==> config.mk <==
export PLATFORM = sky130hd
export DESIGN_NAME = fetch_unit
export DESIGN_NICKNAME = d
export VERILOG_FILES = /design/src/rtl/fetch_unit_pkg.sv /design/src/rtl/fetch_out_reg.sv /design/src/rtl/fetch_unit.sv
export SDC_FILE = /design/constraint.sdc
export NUM_CORES = 1
export LEC_CHECK = 0
export ABC_AREA = 1
export BUFFER_PORTS_ARGS = -buffer_cell sky130_fd_sc_hd__buf_2
export CORE_AREA = 10 10 100 84
export DETAILED_ROUTE_END_ITERATION = 8
export DIE_AREA = 0 0 110 94
export PLACE_DENSITY = 0.79
export SYNTH_ARGS = -nofsm -noshare
export SYNTH_HDL_FRONTEND = slang
export SYNTH_SLANG_ARGS = --single-unit
==> constraint.sdc <==
create_clock -name clk -period 1.9 [get_ports clk]
set_input_delay 0.285 -clock clk [delete_from_list [all_inputs] [get_ports clk]]
set_output_delay 0.285 -clock clk [all_outputs]
set_load 0.03 [all_outputs]
==> src/rtl/fetch_unit_pkg.sv <==
// fetch_unit_pkg
// Shared definitions for the instruction-fetch stage: instruction width,
// the opcodes the fetch stage cares about, and the fetch FSM encoding.
package fetch_unit_pkg;

  localparam int INSTR_W = 16;

  localparam logic [4:0] OPC_HALT = 5'b00000;
  localparam logic [4:0] OPC_NOP  = 5'b00001;

  typedef enum logic [1:0] {
    FETCH  = 2'd0,
    DRAIN  = 2'd1,
    HALTED = 2'd2
  } fetch_state_t;

  // True when the instruction word carries the HALT opcode in its top five bits.
  function automatic logic is_halt(input logic [INSTR_W-1:0] word);
    return word[INSTR_W-1 -: 5] == OPC_HALT;
  endfunction

endpackage

==> src/rtl/fetch_out_reg.sv <==
// fetch_out_reg
// One-entry output register between fetch and decode.
// Ports:
//   clk, rst        clock, asynchronous active-low reset
//   load            capture load_instr / load_pc_plus2 this cycle
//   squash          discard the held entry (redirect); wins over load
//   stall           decode cannot accept; hold the current entry
//   load_instr      instruction word to capture
//   load_pc_plus2   fetch address + 2 of load_instr
//   instr           held instruction, NOP_INSTR when empty
//   pc_plus2        held fetch address + 2
//   instr_valid     entry is valid
module fetch_out_reg
  import fetch_unit_pkg::*;
#(
  parameter logic [INSTR_W-1:0] NOP_INSTR = {OPC_NOP, 11'd0}
) (
  input  logic               clk,
  input  logic               rst,
  input  logic               load,
  input  logic               squash,
  input  logic               stall,
  input  logic [INSTR_W-1:0] load_instr,
  input  logic [INSTR_W-1:0] load_pc_plus2,
  output logic [INSTR_W-1:0] instr,
  output logic [INSTR_W-1:0] pc_plus2,
  output logic               instr_valid
);

  // Squash beats load; an entry consumed without a replacement reverts to
  // a NOP so decode never sees stale instruction bits.
  always_ff @(posedge clk or negedge rst) begin
    if (!rst) begin
      instr       <= NOP_INSTR;
      pc_plus2    <= '0;
      instr_valid <= 1'b0;
    end else if (squash) begin
      instr       <= NOP_INSTR;
      instr_valid <= 1'b0;
    end else if (load) begin
      instr       <= load_instr;
      pc_plus2    <= load_pc_plus2;
      instr_valid <= 1'b1;
    end else if (instr_valid && !stall) begin
      instr       <= NOP_INSTR;
      instr_valid <= 1'b0;
    end
  end

endmodule

==> src/rtl/fetch_unit.sv <==
// fetch_unit
// Instruction-fetch stage: owns the PC, issues word fetches to a
// variable-latency memory, hands instructions to decode through a one-entry
// output register, handles redirects (draining in-flight fetches) and HALT.
// Ports:
//   clk, rst        clock, asynchronous active-low reset
//   stall           decode cannot accept
//   redirect        one-cycle branch/jump pulse; redirect_pc is the target
//   imem_req        fetch request, imem_addr its (even) address
//   imem_rdy        memory response valid, imem_data the instruction word
//   instr           instruction to decode, pc_plus2 its fetch address + 2
//   instr_valid     instr / pc_plus2 are valid
//   halted          fetch has stopped on a HALT
module fetch_unit
  import fetch_unit_pkg::*;
#(
  parameter logic [INSTR_W-1:0] RESET_PC  = 16'h0000,
  parameter logic [INSTR_W-1:0] NOP_INSTR = {OPC_NOP, 11'd0}
) (
  input  logic               clk,
  input  logic               rst,
  input  logic               stall,
  input  logic               redirect,
  input  logic [INSTR_W-1:0] redirect_pc,
  output logic               imem_req,
  output logic [INSTR_W-1:0] imem_addr,
  input  logic               imem_rdy,
  input  logic [INSTR_W-1:0] imem_data,
  output logic [INSTR_W-1:0] instr,
  output logic [INSTR_W-1:0] pc_plus2,
  output logic               instr_valid,
  output logic               halted
);

  fetch_state_t       state;
  logic [INSTR_W-1:0] pc;
  logic [INSTR_W-1:0] addr_q;
  logic               pending_q;
  logic               active;

  logic               slot_free;
  logic               fetch_req;
  logic               accept;
  logic [INSTR_W-1:0] next_addr;
  logic [INSTR_W-1:0] target_pc;

  assign target_pc = redirect_pc & 16'hFFFE;
  assign slot_free = !instr_valid || !stall;

  // 'active' keeps the request low while reset is held and drops it the
  // instant reset asserts. Once presented, pending_q holds a request up
  // until the memory answers, even if decode stalls meanwhile.
  assign fetch_req = active && (slot_free || pending_q);
  assign imem_req  = (state == FETCH) ? fetch_req : (state == DRAIN);
  assign imem_addr = (state == DRAIN) ? addr_q : pc;
  assign next_addr = imem_addr + 16'd2;

  assign accept = (state == FETCH) && imem_req && imem_rdy && slot_free && !redirect;

  // FSM and next-PC selection. Redirect outranks everything; a redirect that
  // catches a request still waiting on memory must drain that response first.
  always_ff @(posedge clk or negedge rst) begin
    if (!rst) begin
      state     <= FETCH;
      pc        <= RESET_PC;
      addr_q    <= RESET_PC;
      pending_q <= 1'b0;
      active    <= 1'b0;
      halted    <= 1'b0;
    end else begin
      active <= 1'b1;
      if (imem_req) begin
        addr_q <= imem_addr;
      end
      if (redirect) begin
        pc        <= target_pc;
        pending_q <= 1'b0;
        halted    <= 1'b0;
        case (state)
          FETCH:   state <= (imem_req && !imem_rdy) ? DRAIN : FETCH;
          DRAIN:   state <= imem_rdy ? FETCH : DRAIN;
          default: state <= FETCH;
        endcase
      end else begin
        case (state)
          FETCH: begin
            if (accept) begin
              pc        <= next_addr;
              pending_q <= 1'b0;
              if (is_halt(imem_data)) begin
                state  <= HALTED;
                halted <= 1'b1;
              end
            end else begin
              pending_q <= imem_req;
            end
          end
          DRAIN: begin
            if (imem_rdy) begin
              state     <= FETCH;
              pending_q <= 1'b0;
            end
          end
          default: begin
            state <= HALTED;
          end
        endcase
      end
    end
  end

  fetch_out_reg #(
    .NOP_INSTR(NOP_INSTR)
  ) u_out_reg (
    .clk          (clk),
    .rst          (rst),
    .load         (accept),
    .squash       (redirect),
    .stall        (stall),
    .load_instr   (imem_data),
    .load_pc_plus2(next_addr),
    .instr        (instr),
    .pc_plus2     (pc_plus2),
    .instr_valid  (instr_valid)
  );

endmodule

==> impl_metrics.csv, run 1 <==
group,metric,value,unit
yosys,synth_compound_area_share,5.61,%
yosys,ys_seq_area_share,52.7,%
route,wl,9040,um
timing,rsz0062_at_grt,"true",
place,place_hpwl,6600,um
global_routing,gr-total-overflow,0,
critical_path,crit_chain,"inv_2 -> nand2_2 -> buf_4 -> nand2_1 -> nand2_1 -> buf_4",
die,initial_utilization,52.4,%
yosys,synthAdderAreaFrac,0.376,%
power_and_ir_drop,ir_drop,733,uV
global_routing,grtUsageTotal,17.5,%
clocking,cts_buffer_depth,2,
power_and_ir_drop,p_per_area,1100,nW/um2
yosys,synth.avg_cell_area,7.96,um2
global_routing,use_met3,5.97,%
route,num_vias,3094,
yosys,async_flop_share,100,%
die,die_h,94,um
global_routing,grt_use_met2,26.5,%
timing,fin_skew,0.0111,ns
finish,final_common_cell,"nand2_1",
global_routing,grt_pass1_vias,3020,
die,die_w,110,um
critical_path,cp_slowest_cell,"dfrtp_1",
timing,period_minus_slack,1.85,ns
yosys,syn-cell-area,3330,um2
place,gp_congestion,0.817,
yosys,synthCells,418,
finish,fillers,542,
clocking,clk_latency,0.35,ns
critical_path,r2r-start,"state[0]",
clocking,cts.sinks,70,
clocking,cts_tree,"done",
die,ioPinCount,88,
global_routing,top_usage_layer,"met2",
yosys,synth_edf_count,0,
route,wire_per_inst,15.0,um
hold_path,holdCritPathClass,"in2reg",
global_routing,grt_max_degree,55,
critical_path,crit_arrival,1.57,ns
critical_path,cp_max_fo,6,
power_and_ir_drop,pwr-share-seq,41.2,%
die,core,6340,um2
power_and_ir_drop,p_int,2.91,mW
critical_path,crit_required,1.62,ns
yosys,synthFlopType,"dfrtp_1",
finish,antenna_cells,0,
run,maxCapViolCount,0,
finish,fin_nets,554,
power_and_ir_drop,switching_share,36.7,%
global_routing,use_met1,22.4,%
route,viasPerCell,5.12,
timing,slew_violations,0,
yosys,yosys_warnings,0,
yosys,yosys.area_share.simple,34.0,%
clocking,root_buffer,"clkbuf_8",
clocking,path_clk_slew,0.07,ns
critical_path,critPathLaunch,"state[1]",
timing,finalCritPeriodShare,97.5,%
route,drt_iter0_markers,264,
timing,setup_violations,0,
finish,drive_above_1_share,29.6,%
global_routing,antenna_found_initial,0,
hold_path,hp-start,"imem_data[9]",
run_status,outcome,"finished clean",
timing,hold_viol,0,
timing,fin_setup_tns,0,ns
yosys,syn_nets,456,
die,num_rows,26,
power_and_ir_drop,p_sw,1.69,mW
route,first_pass_iters,5,
finish,area_growth,26.3,%
power_and_ir_drop,p_comb_share,30.7,%
power_and_ir_drop,power_leakage,2.33,nW
finish,utilization,66.2,%
yosys,yosysUniqueCellTypes,31,
clocking,numCtsBuffers,9,
critical_path,cp-end-kind,"output pin",
route,drcViolationCount,0,
critical_path,cp_top_family,"buffers and inverters",
critical_path,r2r_slack,0.08,ns
yosys,synth_xor_area_share,0.790,%
critical_path,crit_type,"reg2out",
global_routing,grt_first_pass_wirelength,14400,um
timing,fmax,0.540,GHz
finish,layout_common_cells,"nand2_1 (178), buf_2 (76), dfrtp_1 (67)",
yosys,synthMuxAreaShare,0,%
die,die_area,10300,um2
yosys,ys_ff_latch,70,
critical_path,critPathBufInv,3,
clocking,cts_max_level,3,
power_and_ir_drop,pwr-share-clk,28.1,%
critical_path,cp-start-kind,"register",
yosys,synth_top_family_by_area,"simple AND/OR/NAND/NOR gates",
critical_path,slowest_delay,0.39,ns
place,port-buffer-count,86,
route,drtAntennaViolNets,0,
power_and_ir_drop,report.power.total,4.60,mW
-- per-layer routing --
layer	wire, um	vias up
met1	3880	1458
met3	896	10
met2	4130	112
met4	130	0
li1	-	1514
met5	0	-
-- flip-flops by register name, indices dropped and copies added (netlist names) --
signal	flops
addr_q	16
pc	16
u_out_reg.instr	16
u_out_reg.pc_plus2	16
state	2
active	1
halted	1
pending_q	1
u_out_reg.instr_valid	1
-- worst min-delay path, cell delays in order --
cell and delay, ns:
buf_2 0.07, nand2_1 0.04, nand2_1 0.05
-- repair_timing --
item                                   4_1_cts  5_1_grt
resized for setup                            4       32
endpoints found under the hold margin       16        0
setup buffers                                0        5
setup endpoints to repair                    3       35
pin swaps                                    0        2
hold buffers                                 1        0
-- worst paths after layout --
check	end	cells past startpoint
max in group asynchronous	u_out_reg.instr[11]	3
setup / recovery	imem_addr[9]	6
setup reg to reg	pc[13]	11
min in group asynchronous	u_out_reg.instr[12]	2
hold / removal	u_out_reg.instr[9]	3
hold reg to reg	u_out_reg.instr[3]	2
-- power groups by stage --
stage	Combinational, mW	Clock (mW)	Sequential (mW)
after floorplan	0.671	0	2.16
after global placement	1.33	0	1.90
after detailed placement	1.36	0	1.91
after CTS	1.37	1.31	1.89
after global routing	1.55	1.38	1.93
final	1.41	1.30	1.89
-- synth_stat cells, types with 2 or more instances --
| master | n | area share, % |
|---|---|---|
| nand2_1 | 186 | 21 |
| dfrtp_1 | 69 | 52 |
| nand3_2 | 2 | 0.60 |
| inv_1 | 26 | 2.9 |
| nor2_1 | 16 | 1.8 |
| o21a_1 | 2 | 0.45 |
| buf_2 | 5 | 0.75 |
| a21oi_1 | 3 | 0.45 |
| o21ai_0 | 17 | 2.6 |
| xor2_1 | 3 | 0.79 |
| buf_4 | 7 | 1.6 |
| clkbuf_1 | 4 | 0.45 |
| nor2_4 | 3 | 1.0 |
| nand4_1 | 5 | 0.94 |
| a31oi_1 | 4 | 0.75 |
| nand3_1 | 40 | 6.0 |
| inv_2 | 3 | 0.34 |
| nor2_2 | 3 | 0.56 |
| nand2_2 | 8 | 1.5 |
-- area by class of cell --
cell class | count | area (um2) | area share (%)
well taps | 84 | 105 | 2.50
flip-flops and latches | 70 | 1760 | 41.8
inverters | 29 | 118 | 2.80
clock buffers | 9 | 124 | 2.95
multi-input cells | 302 | 1390 | 33.2
clock inverters | 6 | 87.6 | 2.09
repair buffers | 104 | 617 | 14.7
-- cells by family (layout without fill, tap and decap cells) --
logic type	Yosys count	count (layout)
buf+inv	46	148
simple gates	266	266
compound gates	31	31
xor+xnor	3	3
fa+ha+maj	1	1
other cells	1	1
flops	70	70
-- through the flow --
stage | instances | worst slack [ns] | hold WS, ns | area (um2)
2_1_floorplan | 418 | 0.0668 | -0.0106 | 3330
3_3_place_gp | 583 | 0.101 | 0.233 | 3860
3_5_place_dp | 583 | 0.0541 | 0.240 | 3860
4_1_cts | 599 | -0.00208 | 0.126 | 4090
5_1_grt | 604 | -0.0717 | 0.127 | 4200
6_report | 604 | 0.0471 | 0.135 | 4200
(Power assumes the default switching activity.)
==> run 2, diff against run 1 <==
CELL_PAD_IN_SITES_DETAIL_PLACEMENT = 2   (was unset)
CELL_PAD_IN_SITES_GLOBAL_PLACEMENT = 2   (was unset)
CORE_AREA = 10 10 129 108   (was 10 10 100 84)
DIE_AREA = 0 0 139 118   (was 0 0 110 94)
PLACE_DENSITY = unset   (was 0.79)
PLACE_DENSITY_LB_ADDON = 0.1   (was unset)
==> run 2 against run 1 <==
Net effect:
- clock skew is 0.0061 ns lower
- flip-flop and latch count stayed put
- core utilization decreased by 25 points
- global-route usage down 2.4 points
- maximum frequency decreased by 0.65%
- register-to-register slack barely moved
- clock-buffer cell count up 3
- sequential power about the same
- worst setup slack lost 0.012 ns
- critical path type unchanged
- largest cell class unchanged
- highest routed layer unchanged
==> impl_metrics.csv, run 2 (synthesis gave the netlist of run 1 again) <==
group,metric,value,unit
run_status,outcome,"finished clean",
place,dp_slack,-0.00255,ns
critical_path,critPathLaunch,"state[1]",
route,drcViolationCount,0,
critical_path,crit_chain,"inv_4 -> nand2_8 -> buf_12 -> nand2_1 -> o21a_1 -> buf_4",
finish,final_common_cell,"nand2_1",
finish,antenna_cells,0,
clocking,path_clk_slew,0.06,ns
route,drtAntennaViolNets,0,
route,drt_iter0_markers,141,
clocking,clk_latency,0.33,ns
global_routing,grtUsageTotal,15.1,%
global_routing,grt_max_degree,37,
global_routing,grt_first_pass_wirelength,20300,um
clocking,cts.sinks,70,
route,first_pass_iters,4,
die,die_h,118,um
place,dp_cells,659,
power_and_ir_drop,power_leakage,2.52,nW
critical_path,r2r-start,"state[1]",
finish,finish.instance_area,4680,um2
finish,area_growth,40.7,%
timing,worst_pin_slew,0.519,ns
finish,fin_nets,575,
place,gp_congestion,0.777,
place,dpl_cell_area,4080,um2
timing,hold_slack,0.149,ns
global_routing,gr-total-overflow,0,
die,num_rows,35,
die,die_w,139,um
timing,max-slew-margin-rel,65.4,%
hold_path,holdCritPathClass,"in2reg",
critical_path,critPathBufInv,3,
timing,fin_skew,0.00493,ns
route,wire_per_inst,18.0,um
critical_path,crit_required,1.62,ns
critical_path,crit_type,"reg2out",
power_and_ir_drop,p_per_area,1120,nW/um2
finish,utilization,41.4,%
power_and_ir_drop,p_comb_share,30.8,%
power_and_ir_drop,pwr-share-clk,32.9,%
timing,fmax,0.536,GHz
run,maxCapViolCount,0,
power_and_ir_drop,report.power.total,5.26,mW
hold_path,hp-start,"imem_data[10]",
power_and_ir_drop,pwr-share-seq,36.3,%
finish,layout_common_cells,"nand2_1 (175), buf_2 (75), dfrtp_1 (67)",
die,initial_utilization,29.4,%
critical_path,cp_max_fo,12,
die,die_area,16400,um2
die,ioPinCount,88,
timing,setup_violations,0,
finish,drive_above_1_share,33.8,%
die,core,11300,um2
critical_path,crit_arrival,1.58,ns
critical_path,cp-end-kind,"output pin",
clocking,cts_tree,"done",
clocking,cts_buffer_depth,2,
timing,period_minus_slack,1.86,ns
power_and_ir_drop,p_sw,1.88,mW
clocking,numCtsBuffers,9,
timing,finalCritPeriodShare,98.2,%
power_and_ir_drop,switching_share,35.7,%
timing,worst_slack,0.0351,ns
timing,hold_viol,0,
timing,rsz0062_at_grt,"true",
finish,fin_cells,690,
timing,slew_violations,0,
clocking,root_buffer,"clkbuf_16",
power_and_ir_drop,p_int,3.38,mW
place,place_hpwl,8730,um
clocking,cts_max_level,3,
critical_path,cp-start-kind,"register",
route,num_vias,3264,
timing,fin_setup_tns,0,ns
finish,fillers,1292,
route,viasPerCell,4.73,
power_and_ir_drop,ir_drop,717,uV
route,wl,12400,um
place,port-buffer-count,86,
critical_path,slowest_delay,0.41,ns
global_routing,antenna_found_initial,0,
global_routing,grt_pass1_vias,3812,
critical_path,cp_slowest_cell,"dfrtp_1",
critical_path,cp_top_family,"buffers and inverters",
==> run 2: changes by cell type in the layout (fill, tap and decap cells not counted), sizes merged <==
| cell | before | now |
|---|---|---|
| buf | 101 | 121 |
| clkbuf | 11 | 15 |
| bufinv | 2 | 1 |
| clkinv | 4 | 3 |
| clkinvlp | 1 | 0 |
| inv | 28 | 29 |
==> run 2: layer usage <==
metal / up-vias / global-route usage [%] / wire length [um]
li1: 1549 / - / -
met1: 1641 / 18.2 / 5460
met2: 59 / 26.0 / 6250
met3: 15 / 4.03 / 517
met4: 0 / 3.78 / 192
met5: - / 0 / 0
==> run 2: power by group through the flow <==
stage          sequential (mW)  clock [mW]  combinational, mW
2_1_floorplan             2.16           0              0.671
3_3_place_gp              1.91           0               1.46
3_5_place_dp              1.93           0               1.49
4_1_cts                   1.91        1.79               1.53
5_1_grt                   1.95        1.85               1.79
6_report                  1.91        1.73               1.62
==> run 2: final cells by class <==
cell class	instances	area (um2)	share of cell area (%)
Clock buffer	12	256	5.48
Multi-Input combinational cell	302	1460	31.2
Inverter	29	114	2.43
Tap cell	148	185	3.96
Sequential cell	70	1760	37.5
Clock inverter	4	45.0	0.963
Timing Repair Buffer	125	863	18.5
==> run 2: worst min-delay path, stage by stage <==
cell	delay, ns
buf_2	0.07
nand2_1	0.04
nand2_1	0.05
==> run 2: worst paths after layout <==
kind                                       endpoint  slack, ns  depth (start not counted)
worst max-delay path                  imem_addr[15]       0.04                          6
max in group asynchronous       u_out_reg.instr[11]       0.79                          3
worst min-delay path            u_out_reg.instr[10]       0.15                          3
min in group asynchronous                    pc[10]       0.46                          2
worst min register to register   u_out_reg.instr[9]       0.47                          2
worst max register to register                pc[8]       0.07                          9
==> run 2: timing repair <==
item / in CTS / in global routing
cloned: 0 / 1
setup endpoints to repair: 18 / 49
buffers inserted: 5 / 8
hold buffers: 1 / 0
pin swaps: 0 / 7
endpoints found under the hold margin: 34 / 0
resized for setup: 9 / 44
==> run 3, diff against run 2 <==
RECOVER_POWER = 50   (was unset)
SKIP_CTS_REPAIR_TIMING = 1   (was unset)
==> run 3 against run 2 <==
Net effect:
- the run now ends with setup timing left
- clock skew is 0.00061 ns higher
- combinational power down 4%
- maximum frequency shrank 2.2%
- via count is 0.15% higher
- clock power is essentially flat
- register-to-register slack worse by 0.08 ns
- clock-buffer cell count unchanged
- routed wire length down 0.98%
- die area stayed put
- critical path depth increased by 3
- critical endpoint is now pc[8]
- highest routed layer unchanged
==> impl_metrics.csv, run 3 (synthesis gave the netlist of run 1 again) <==
group,metric,value,unit
route,wire_per_inst,17.9,um
die,ioPinCount,88,
timing,period_minus_slack,1.91,ns
route,num_vias,3269,
finish,area_growth,37.6,%
timing,worst_pin_slew,1.00,ns
finish,fin_nets,571,
route,wl,12300,um
critical_path,crit_type,"reg2reg",
critical_path,critPathLaunch,"state[0]",
die,die_w,139,um
global_routing,grt_first_pass_wirelength,19900,um
route,viasPerCell,4.77,
route,drtAntennaViolNets,0,
place,dpl_cell_area,4080,um2
die,core,11300,um2
place,port-buffer-count,86,
run,maxCapViolCount,0,
route,drcViolationCount,0,
critical_path,r2r_cells,9,
finish,finish.instance_area,4580,um2
finish,antenna_cells,0,
timing,fin_skew,0.00554,ns
critical_path,cp_max_fo,8,
run_status,violations,"setup timing",
timing,fin_setup_tns,-0.00739,ns
global_routing,gr-total-overflow,0,
clocking,cts_max_level,3,
timing,slew_violations,0,
clocking,cts_buffer_depth,2,
timing,finalCritPeriodShare,100,%
timing,hold_viol,0,
hold_path,whs_path_depth,3,
critical_path,crit_required,2.12,ns
hold_path,hp-start,"imem_data[10]",
clocking,cts.sinks,70,
clocking,numCtsBuffers,9,
place,gp_congestion,0.777,
timing,setup_violations,1,
clocking,path_clk_slew,0.06,ns
clocking,clk_latency,0.34,ns
power_and_ir_drop,power_leakage,2.41,nW
finish,final_common_cell,"nand2_1",
timing,rsz0062_at_grt,"true",
critical_path,crit_arrival,2.12,ns
power_and_ir_drop,ir_drop,722,uV
critical_path,r2r-start,"state[0]",
global_routing,grtUsageTotal,14.8,%
global_routing,antenna_found_initial,0,
finish,fillers,1318,
power_and_ir_drop,p_per_area,1140,nW/um2
timing,worst_slack,-0.00739,ns
global_routing,grt_pass1_vias,3767,
critical_path,cp-end-kind,"register",
run_status,outcome,"finished, violations left",
finish,drive_above_1_share,28.1,%
global_routing,grt_max_degree,37,
finish,layout_common_cells,"nand2_1 (176), dfrtp_1 (68), buf_2 (55)",
timing,max-slew-margin-rel,33.2,%
place,place_hpwl,8730,um
die,die_h,118,um
critical_path,cp-start-kind,"register",
die,initial_utilization,29.4,%
die,die_area,16400,um2
timing,fmax,0.524,GHz
place,dp_slack,-0.00255,ns
hold_path,holdCritPathClass,"in2reg",
route,first_pass_iters,4,
clocking,root_buffer,"clkbuf_16",
route,drt_iter0_markers,120,
die,num_rows,35,
clocking,cts_tree,"done",
[run 3: changes by cell type in the layout (fill, tap and decap cells not counted), sizes merged]
cell / delta
clkbuf: +22
buf: -26
[run 3: cell type report]
type                            count  area, um2  area share [%]
Inverter                           29        114            2.49
Sequential cell                    70       1750            38.3
Timing Repair Buffer              121        803            17.6
Tap cell                          148        185            4.05
Clock inverter                      4       45.0           0.984
Multi-Input combinational cell    302       1420            31.0
Clock buffer                       12        256            5.60
[run 3: worst paths after layout]
kind                                            end  slack, ns
worst min register to register  u_out_reg.instr[11]       0.47
worst max register to register                pc[8]     -0.007
worst max-delay path                          pc[8]     -0.007
min in group asynchronous                    pc[10]       0.64
worst min-delay path            u_out_reg.instr[10]       0.15
max in group asynchronous       u_out_reg.instr[11]       0.45
[run 3: per-layer routing]
layer  global-route usage (%)  vias to the layer above  part of all wire, %
li1                         -                     1549                    -
met1                     18.0                     1651                   44
met2                     25.2                       53                   50
met3                     3.99                       16                  3.7
met4                     3.78                        0                  1.6
met5                        0                        -                    0
[run 3: power by group]
group	total, mW	internal [mW]	switching, mW
Clock	1.74	1.08	0.656
Combinational	1.56	0.510	1.05
Sequential	1.91	1.75	0.156
[run 3: critical path, stage by stage, from the launching register on]
cell,delay [ns]
dfrtp_2,0.48
buf_4,0.16
nand3_1,0.12
nand2_2,0.11
buf_4,0.13
nand3_2,0.14
nor2_4,0.26
nand3_1,0.18
nand3_2,0.14
nand3_1,0.07
[run 3: metrics by stage]
stage          power [mW]  util (%)  hold WS [ns]  instances
2_1_floorplan        2.83         -       -0.0106        418
3_3_place_gp         3.37      36.1         0.295        659
3_5_place_dp         3.42      36.1         0.293        659
4_1_cts              5.20      38.7       -0.0692        675
5_1_grt              5.53      40.5         0.164        686
6_report             5.21      40.5         0.147        686
